--- config.mk ---
export PLATFORM = sky130hd
export DESIGN_NAME = tx_frame_ctrl
export DESIGN_NICKNAME = d
export VERILOG_FILES = /design/src/rtl/tx_frame_ctrl.sv
export SDC_FILE = /design/constraint.sdc
export NUM_CORES = 1
export LEC_CHECK = 0
export BUFFER_PORTS_ARGS = -buffer_cell sky130_fd_sc_hd__buf_2
export CAP_MARGIN = 10
export CORE_MARGIN = 5
export CORE_UTILIZATION = 30
export CTS_CLUSTER_SIZE = 25
export DETAILED_ROUTE_END_ITERATION = 10
export PLACE_DENSITY = 0.43
export SLEW_MARGIN = 20
export SYNTH_ARGS = -nofsm -noshare
export SYNTH_HDL_FRONTEND = slang
export SYNTH_SLANG_ARGS = --single-unit
--- constraint.sdc ---
create_clock -name clk -period 3.6 [get_ports clk]
set_clock_uncertainty 0.2 [all_clocks]
set_input_delay 0.18 -clock clk [delete_from_list [all_inputs] [get_ports clk]]
set_output_delay 0.18 -clock clk [all_outputs]
set_load 0.01 [all_outputs]
--- src/rtl/tx_frame_ctrl.sv ---
// Framing controller feeding a parallel-to-serial shift buffer: emits
// preamble, sync, length, payload and CRC-8 as one gapless bit stream.
module tx_frame_ctrl #(
    parameter int unsigned PREAMBLE_BYTES = 2,
    parameter logic [7:0]  PREAMBLE_PAT   = 8'hAA,
    parameter logic [7:0]  SYNC_WORD      = 8'hD3,
    parameter logic [7:0]  CRC_POLY       = 8'h07,
    parameter logic [7:0]  CRC_INIT       = 8'h00
) (
    input  logic       clk,
    input  logic       rst,
    input  logic       start,
    input  logic [7:0] frame_len,
    input  logic [7:0] s_data,
    input  logic       s_valid,
    output logic       s_ready,
    output logic [7:0] buf_din,
    output logic       buf_load,
    output logic       buf_en,
    output logic       busy,
    output logic       done,
    output logic       underrun
);

    typedef enum logic [2:0] {
        S_IDLE, S_PRIME, S_PRE, S_SYNC, S_LEN, S_PAY, S_CRC
    } state_t;

    localparam logic [7:0] PRE_N = 8'(PREAMBLE_BYTES);

    state_t     state_q, state_d;
    logic [2:0] bit_q, bit_d;
    logic [7:0] byte_q, byte_d;
    logic [7:0] len_q, len_d;
    logic [7:0] crc_q, crc_d;
    logic       done_q, done_d;
    logic       und_q, und_d;
    logic       last_bit;

    function automatic logic [7:0] crc8_fold(input logic [7:0] crc, input logic [7:0] data);
        logic [7:0] c;
        c = crc ^ data;
        for (int unsigned i = 0; i < 8; i++) begin
            c = c[7] ? ({c[6:0], 1'b0} ^ CRC_POLY) : {c[6:0], 1'b0};
        end
        return c;
    endfunction

    assign last_bit = (bit_q == 3'd7);

    always_comb begin
        state_d  = state_q;
        bit_d    = bit_q;
        byte_d   = byte_q;
        len_d    = len_q;
        crc_d    = crc_q;
        done_d   = 1'b0;
        und_d    = 1'b0;
        s_ready  = 1'b0;
        buf_din  = '0;
        buf_load = 1'b0;
        buf_en   = 1'b0;

        if (state_q != S_IDLE && state_q != S_PRIME) begin
            buf_en = 1'b1;
            bit_d  = bit_q + 3'd1;
        end

        // Next byte is loaded on bit 7 of the current one so the stream has no gap.
        unique case (state_q)
            S_IDLE: begin
                if (start) begin
                    len_d   = frame_len;
                    crc_d   = CRC_INIT;
                    bit_d   = '0;
                    byte_d  = '0;
                    state_d = S_PRIME;
                end
            end
            S_PRIME: begin
                buf_load = 1'b1;
                buf_din  = PREAMBLE_PAT;
                byte_d   = 8'd1;
                state_d  = S_PRE;
            end
            S_PRE: begin
                if (last_bit) begin
                    buf_load = 1'b1;
                    if (byte_q < PRE_N) begin
                        buf_din = PREAMBLE_PAT;
                        byte_d  = byte_q + 8'd1;
                    end else begin
                        buf_din = SYNC_WORD;
                        state_d = S_SYNC;
                    end
                end
            end
            S_SYNC: begin
                if (last_bit) begin
                    buf_load = 1'b1;
                    buf_din  = len_q;
                    crc_d    = crc8_fold(crc_q, len_q);
                    byte_d   = '0;
                    state_d  = S_LEN;
                end
            end
            S_LEN, S_PAY: begin
                // byte_q counts payload bytes already loaded.
                if (last_bit) begin
                    if (byte_q == len_q) begin
                        buf_load = 1'b1;
                        buf_din  = crc_q;
                        state_d  = S_CRC;
                    end else begin
                        s_ready = 1'b1;
                        if (s_valid) begin
                            buf_load = 1'b1;
                            buf_din  = s_data;
                            crc_d    = crc8_fold(crc_q, s_data);
                            byte_d   = byte_q + 8'd1;
                            state_d  = S_PAY;
                        end else begin
                            und_d   = 1'b1;
                            state_d = S_IDLE;
                        end
                    end
                end
            end
            S_CRC: begin
                if (last_bit) begin
                    done_d  = 1'b1;
                    state_d = S_IDLE;
                end
            end
            default: state_d = S_IDLE;
        endcase
    end

    always_ff @(posedge clk) begin
        if (!rst) begin
            state_q <= S_IDLE;
            bit_q   <= '0;
            byte_q  <= '0;
            len_q   <= '0;
            crc_q   <= CRC_INIT;
            done_q  <= 1'b0;
            und_q   <= 1'b0;
        end else begin
            state_q <= state_d;
            bit_q   <= bit_d;
            byte_q  <= byte_d;
            len_q   <= len_d;
            crc_q   <= crc_d;
            done_q  <= done_d;
            und_q   <= und_d;
        end
    end

    assign busy     = (state_q != S_IDLE);
    assign done     = done_q;
    assign underrun = und_q;

endmodule

Word-level counts from Yosys, hierarchy flattened

Index checks and enable logic that the tools add are counted.
W data, S select, Z words.

Reduce and logical (&&, ||, !) cells: 13
Equality and inequality tests: 18
Bitwise operators: 21
$lt $le $gt $ge: 1
Add/sub/neg operators: 2
Mux-type cells: 58

Operators by type and width:

| operator              | number |
|---|---|
| $mux W8               | 16 |
| $mux W3               | 27 |
| $not A3 Y3            | 16 |
| $pmux W8 S5           | 1 |
| $pmux W8 S4           | 1 |
| $pmux W8 S3           | 1 |
| $ne A2 B2 Y1 const B  | 9 |
| $pmux W3 S6           | 1 |
| $xor A8 B8 Y8         | 2 |
| $eq A3 B3 Y1 const B  | 4 |
| $reduce_and A6 Y1     | 2 |
| $mux W1               | 9 |
| $add A8 B1 Y8 const B | 1 |
| $eq A8 B8 Y1          | 1 |
| $lt A8 B2 Y1 const B  | 1 |
| $reduce_and A8 Y1     | 1 |
| $mux W7               | 1 |
| $eq A3 B2 Y1 const B  | 2 |
| $reduce_bool A3 Y1    | 2 |
| $reduce_bool A5 Y1    | 1 |
| $reduce_and A2 Y1     | 2 |
| $reduce_or A2 Y1      | 2 |
| $reduce_or A4 Y1      | 1 |
| $add A3 B1 Y3 const B | 1 |
| other kinds (6)       | 8 |

Output and inout bits: 14
Input bits: 20
Bits in registers: 32
Logic and storage cells: 120

Logic depth before layout (Yosys ltp)

Gate-level depths: netlist of the first run.

Depth in word-level cells: 21
Gate-level depth with buffers: 8
Mapped depth without buffers: 8

Least setup slack after synthesis of the first run

Ideal clock, no wire load.

Kind: reg-to-reg
Start point: reg bit_q[0]
End point: reg byte_q[6]
Stages on the path, launching flop included: 9
Setup time: 121 ps
Path buffers: 0
Arrival: 1929 ps
Data required time: 3279 ps
Slack: 1350 ps
Period minus slack after synthesis: 2250 ps
Path through: dfxtp_1 ha_1 ha_1 inv_1 a211o_1 or2_4 a21oi_4 nand3_2 mux2_4

Cells in the longest elaborated chain, start to end: 3

RTL lines:

| item                                   | line | text |
|---|---|---|
| start, declared                        | 32   | `logic [2:0] bit_q, bit_d;` |
| start signal, assigned                 | 150  | `bit_q <= bit_d;` |
| $eq A3 B3 Y1 (*)                       | 49   | `assign last_bit = (bit_q == 3'd7);` |
| net last_bit                           | 38   | `logic last_bit;` |
| $ne A2 B2 Y1 (no source line)          | n/a  |  |
| $reduce_and A8 Y1 (no source line) (*) | n/a  |  |
| end signal, assigned                   | 151  | `byte_q <= byte_d;` |
| end, declared                          | 33   | `logic [7:0] byte_q, byte_d;` |

The timed path passes the listed nets; every way through them passes the cells marked *.
A chain may end at the register's enable or synchronous reset.

Worst setup path in the final report of the first run

Same ends and word-level chain as after synthesis.

==> results of run 1 <==
==> final cells by class <==
| type | count | area (sq um) | share of cell area |
|---|---|---|---|
| multi-input combinational | 244 | 1670 | 0.585 |
| inverter | 9 | 33.8 | 0.0118 |
| clock inverter | 1 | 7.51 | 0.00262 |
| sequential | 32 | 641 | 0.224 |
| clock buffer | 7 | 86.3 | 0.0302 |
| timing repair buffer | 47 | 290 | 0.101 |
| tap | 102 | 128 | 0.0446 |
==> synthesized netlist by cell type (4+ instances only) <==
cell type,instances,area [sq um]
a211oi_1,4,30.0
nor2_1,22,82.6
xnor2_1,42,368
nor4_1,4,25.0
a21oi_1,22,110
nand2_1,34,128
clkbuf_1,14,52.6
nand3_1,5,25.0
mux2i_1,9,90.1
dfxtp_1,32,641
xor2_1,14,123
o21ai_0,5,25.0
nand2b_1,4,25.0
nor2b_1,4,25.0
and3_1,9,56.3
inv_1,9,33.8
o22ai_1,15,93.8
a31oi_1,13,81.3
==> power by group through the flow <==
| stage | clock, mW | combinational [mW] | sequential, mW |
|---|---|---|---|
| global placement | 0 | 0.829 | 0.477 |
| global route | 0.333 | 0.917 | 0.477 |
| finish | 0.298 | 0.831 | 0.466 |
| detailed placement | 0 | 0.824 | 0.474 |
| floorplan | 0 | 0.631 | 0.433 |
| CTS | 0.317 | 0.834 | 0.466 |
==> metal layers <==
layer	GRT usage	wire length (microns)	share of wire	vias to the layer above
met1	0.215	3610	0.49	1059
met2	0.240	3400	0.46	58
met5	0	0	0	-
li1	-	-	-	1138
met4	0.0352	60	0.0081	0
met3	0.0292	357	0.048	6
==> registers in the layout, summed over array words and instances (netlist names) <==
name / count
bit_q: 3
byte_q: 8
crc_q: 8
done: 1
len_q: 8
state_q: 3
underrun: 1
==> through the flow <==
stage | area [sq um] | instances
global route | 2860 | 442
CTS | 2860 | 442
floorplan | 2430 | 307
detailed placement | 2690 | 426
global placement | 2690 | 426
finish | 2860 | 442
==> final timing paths <==
kind | from | slack, ns | to | cells after the start
worst max-delay path | bit_q[0] | 0.68 | byte_q[6] | 8
worst min-delay path | rst | 0.02 | state_q[1] | 2
worst max register to register | bit_q[0] | 0.68 | byte_q[6] | 8
worst min register to register | bit_q[1] | 0.26 | bit_q[1] | 2
==> cells by family (layout without fill, tap and decap cells) <==
kind of cell,Yosys count,count (layout),synth area share
simple gates,96,96,0.192
flops,32,32,0.263
buf+inv,31,64,0.0540
mux,10,10,0.0432
compound gates,77,77,0.212
xor+xnor,58,58,0.220
fa+ha+maj,3,3,0.0154
==> timing repair <==
item,4_1_cts,5_1_grt
setup endpoints to repair,0,0
endpoints found under the hold margin,8,0
hold buffers,8,0
==> results.json, run 1 <==
{
  "antenna_left": 0,
  "critical_path_arrival_ns": 2.90,
  "die_h_microns": 100,
  "crit_required_ns": 3.58,
  "crit_chain": "ha_1, ha_1, inv_1, a211o_1, or2_4, a21oi_4, nand3_2, mux2_4",
  "syn_to_final_growth_pct": 17.5,
  "ys_ff_latch": 32,
  "finalCritPeriodShare": 0.811,
  "power_mw": 1.59,
  "async_reset_ff_frac": 0,
  "antenna_found_initial": 0,
  "p_clk_frac": 0.187,
  "hpwl_microns": 5550,
  "place_congestion": 0.835,
  "power.switching_uw": 698,
  "drtIter0Drc": 118,
  "synth_nets": 330,
  "p_int_uw": 897,
  "final_cell_mix": "xnor2_1, nand2_1, buf_2, dfxtp_1",
  "worstMarginPinSlew_ns": 1.04,
  "row_count": 32,
  "synth_area_sq_um": 2430,
  "grt_start_max_net_pins": 29,
  "vias": 2261,
  "via_per_inst": 5.12,
  "ys_types": 49,
  "holdWs_ns": 0.0231,
  "setup_ws_ns": 0.681,
  "grt_pass1_wl_microns": 12000,
  "final_util": 0.366,
  "status": "finished clean",
  "p_leak_nw": 1.15,
  "diodes": 0,
  "totalWireLength_microns": 7430,
  "track_usage": 0.152,
  "yosys_warnings": 0,
  "cpPeakStageDelay_ns": 0.52,
  "timing.critical_path.mode_cell": "ha_1",
  "post_cts_buffers": 0,
  "syn_inst": 307,
  "nets": 362,
  "synth_flop_cell": "dfxtp_1",
  "numPortBuffers": 33,
  "grt-ovfl-total": 0,
  "ys_seq_area_frac": 0.263,
  "crit_family": "adder cells",
  "hold_viol": 0,
  "n_fill_cell": 822,
  "htreeDepth": 2,
  "rsz0062_at_grt": "false",
  "irDropWorstVdd_uv": 194,
  "final_common_cell": "xnor2_1",
  "cts_buffers": 5,
  "worstSetupEndpointType": "flop",
  "die_x_microns": 100,
  "path_class": "flop to flop",
  "power_density_nw_per_um2": 558,
  "hold_class": "input pin to flop",
  "critical_path.slowest_cell": "ha_1",
  "cts_tree": "built",
  "core_region_area_sq_um": 7810,
  "numClockSinks": 32,
  "drc": 0,
  "cp_max_fo": 15,
  "pre_cts_ws_ns": 0.708,
  "clk_path_buf_depth": 2,
  "grt_pass1_vias": 2252,
  "setup_viol": 0,
  "wl_per_cell_microns": 16.8,
  "synth_edf_count": 0,
  "slew_headroom": 0.305,
  "period_needed_ns": 2.92,
  "clk_pin_slew_worst_paths_ns": 0.07,
  "synth_area_per_cell_sq_um": 7.93,
  "critPathLaunchType": "flop",
  "comb_power_share": 0.521,
  "swShare": 0.437,
  "drive_above_1_share": 0.171,
  "finalSetupTns_ns": 0,
  "clk_latency_ns": 0.28,
  "drt-pass1-iter-count": 4,
  "clk_root_buffer_cell": "clkbuf_8",
  "pwr-share-seq": 0.292,
  "drv_slew": 0,
  "design.portCount": 34,
  "initial_core_util": 0.312,
  "timing.fmax_mhz": 343,
  "timing.critical_path.buf_inv": 1,
  "cap_violations": 0,
  "cts_resized": 0,
  "die_area_sq_um": 10000
}
(Power assumes the default switching activity.)
==> run 2, diff against run 1 <==
--- a/config.mk
+++ b/config.mk
@@ -5,6 +5,7 @@
 export SDC_FILE = /design/constraint.sdc
 export NUM_CORES = 1
 export LEC_CHECK = 0
+export ABC_AREA = 1
 export BUFFER_PORTS_ARGS = -buffer_cell sky130_fd_sc_hd__buf_2
 export CAP_MARGIN = 10
 export CORE_MARGIN = 5
==> constraint.sdc (replaced) <==
create_clock -name clk -period 2.7 [get_ports clk]
set_clock_uncertainty 0.2 [all_clocks]
set_input_delay 0.135 -clock clk [delete_from_list [all_inputs] [get_ports clk]]
set_output_delay 0.135 -clock clk [all_outputs]
set_load 0.01 [all_outputs]
==> run 2 against run 1 <==
Clock power up 35%. Critical path type is now flop to output port. Highest routed layer unchanged. Combinational power rose to 2.7 times the previous value. Synthesized cell count up 50%. Largest cell class unchanged. Setup slack worse by 0.38 ns. First-iteration DRC count down 22%. Sequential cell count unchanged.
==> results.json, run 2 <==
{
  "status": "finished clean",
  "grt_pass1_wl_microns": 14900,
  "irDropWorstVdd_uv": 395,
  "largest_registers": "byte_q: 8 flops, crc_q: 8 flops, len_q: 8 flops",
  "grt_start_max_net_pins": 17,
  "period_needed_ns": 2.40,
  "numClockSinks": 32,
  "p_leak_nw": 1.57,
  "htreeDepth": 2,
  "drive_above_1_share": 0.141,
  "worstMarginPinSlew_ns": 0.532,
  "rr_worst_depth": 9,
  "yosysMostFrequentCell": "nand2_1",
  "finalCritPeriodShare": 0.887,
  "ys_seq_area_frac": 0.240,
  "ys_ff_latch": 32,
  "finalSetupTns_ns": 0,
  "p_clk_frac": 0.116,
  "worstSetupEndpointType": "output port",
  "via_per_inst": 4.81,
  "timing.critical_path.from": "len_q[6]",
  "dpl_cell_area_sq_um": 2960,
  "critical_path_arrival_ns": 2.06,
  "synth_top_area_cell": "nand2_1",
  "n_fill_cell": 990,
  "grt-ovfl-total": 0,
  "netlist.area_leader.share": 0.255,
  "syn_to_final_growth_pct": 17.7,
  "drv_slew": 0,
  "hp-start": "s_valid",
  "initial_core_util": 0.307,
  "synth_edf_count": 0,
  "track_usage": 0.169,
  "r2r_end": "crc_q[3]",
  "design.portCount": 34,
  "ys_top_cells_by_count": "nand2_1, nand3_1, inv_1",
  "antenna_left": 0,
  "p_int_mw": 1.58,
  "crit_required_ns": 2.37,
  "min_to": "underrun",
  "clk_root_buffer_cell": "clkbuf_8",
  "wl_per_cell_microns": 14.4,
  "yosys_warnings": 0,
  "fin_cells": 613,
  "synth_nets": 483,
  "timing.fmax_mhz": 417,
  "clk_path_buf_depth": 2,
  "async_reset_ff_frac": 0,
  "core_region_area_sq_um": 8680,
  "seq_area_sq_um": 641,
  "final_cell_mix": "nand2_1, nand3_1, inv_1, nor2_1, buf_2",
  "totalWireLength_microns": 8810,
  "die_x_microns": 104,
  "place_congestion": 0.827,
  "power_density_nw_per_um2": 1110,
  "cap_violations": 0,
  "synth_area_sq_um": 2670,
  "yosys-top-cells-area": "nand2_1, dfxtp_1, nand3_1",
  "numPortBuffers": 33,
  "path_class": "flop to output port",
  "die_area_sq_um": 10900,
  "clk_pin_slew_worst_paths_ns": 0.07,
  "cts_tree": "built",
  "ys_types": 30,
  "synth_flop_cell": "dfxtp_1",
  "holdPathStages": 2,
  "setup_viol": 0,
  "multi_input_area_sq_um": 1810,
  "swShare": 0.544,
  "drtIter0Drc": 92,
  "comb_power_share": 0.642,
  "drt-pass1-iter-count": 5,
  "hold_class": "input pin to flop",
  "timing.rr.start": "len_q[6]",
  "dpl.cell_count": 597,
  "clk_latency_ns": 0.29,
  "critPathLaunchType": "flop",
  "final_common_cell": "nand2_1",
  "cp_max_fo": 13,
  "slew_headroom": 0.644,
  "pre_cts_ws_ns": 0.469,
  "die_h_microns": 104,
  "diodes": 0,
  "drc": 0,
  "syn_inst": 460,
  "hpwl_microns": 7000,
  "pwr-share-seq": 0.241,
  "nets": 527,
  "antenna_found_initial": 0,
  "final_area_sq_um": 3140,
  "reg2reg_slack_ns": 0.62,
  "power.switching_mw": 1.88,
  "cts_buffers": 5,
  "setup_ws_ns": 0.304,
  "hold_viol": 0,
  "row_count": 34,
  "rsz0062_at_grt": "false",
  "vias": 2946,
  "synth_area_per_cell_sq_um": 5.79,
  "grt_pass1_vias": 2930
}
[run 2: changes by cell type after synthesis, moves of 9 or more]
cell	before	now
nand2_1	34	181
nand3_1	5	39
inv_1	9	38
xnor2_1	42	16
nor2_1	22	37
a31oi_1	13	0
clkbuf_1	14	3
o22ai_1	15	4
o21ai_1	0	10
and3_1	9	0
mux2i_1	9	0
o21ai_0	5	14
[run 2: worst max path at each step]
stage / end / cells past startpoint
2_1_floorplan: crc_q[3] / 12
3_3_place_gp: buf_din[2] / 9
3_5_place_dp: buf_din[2] / 9
4_1_cts: buf_din[2] / 9
5_1_grt: buf_din[3] / 7
6_report: buf_din[2] / 9
[run 2: what timing repair did]
action / 4_1_cts / 5_1_grt
endpoints found under the setup margin: 0 / 8
hold endpoints to repair: 8 / 0
hold buffers: 8 / 0
setup buffers: 0 / 0
gates resized for setup: 0 / 1
[run 2: final cells by class]
type / count / area share
clock buffer: 7 / 0.0275
clock inverter: 1 / 0.00239
inverter: 48 / 0.0583
multi-input combinational: 372 / 0.577
sequential: 32 / 0.204
tap: 108 / 0.0431
timing repair buffer: 45 / 0.0878
[run 2: cells by family (layout without fill, tap and decap cells)]
kind of cell / after synthesis / in the layout / share of synthesized area
AND/OR/NAND/NOR: 287 / 287 / 0.471
AO/OA/AOI/OAI: 59 / 59 / 0.117
flip-flops: 32 / 32 / 0.240
buffers and inverters: 56 / 101 / 0.0822
adder cells (fa/ha/maj): 3 / 3 / 0.0141
XOR/XNOR: 23 / 23 / 0.0756
[run 2: critical path, cell delays in order (launching register included)]
cell and delay, ns:
dfxtp_1 0.41, inv_1 0.12, nand2_1 0.07, nand4_1 0.11
nor2_1 0.22, nand2_2 0.23, o21ai_0 0.31, nand2_1 0.08
nand2_1 0.08, buf_2 0.13
[run 2: per-layer routing]
| layer | wire length (microns) | GRT usage |
|---|---|---|
| met5 | 0 | 0 |
| met4 | 210 | 0.0546 |
| met3 | 230 | 0.0286 |
| met2 | 4400 | 0.291 |
| met1 | 3960 | 0.212 |
[run 2: through the flow]
stage	power, mW	util	hold slack [ns]
2_1_floorplan	2.48	-	0.0699
3_3_place_gp	3.09	0.341	0.158
3_5_place_dp	3.07	0.341	0.171
4_1_cts	3.50	0.361	0.00628
5_1_grt	3.90	0.361	0.0134
6_report	3.47	0.361	0.0175
[run 2: power by group through the flow]
stage	Sequential (mW)	Clock, mW	Combinational [mW]
floorplan	0.778	0	1.70
CTS	0.840	0.423	2.24
detailed placement	0.852	0	2.22
global placement	0.855	0	2.24
global route	0.867	0.447	2.59
finish	0.837	0.403	2.23
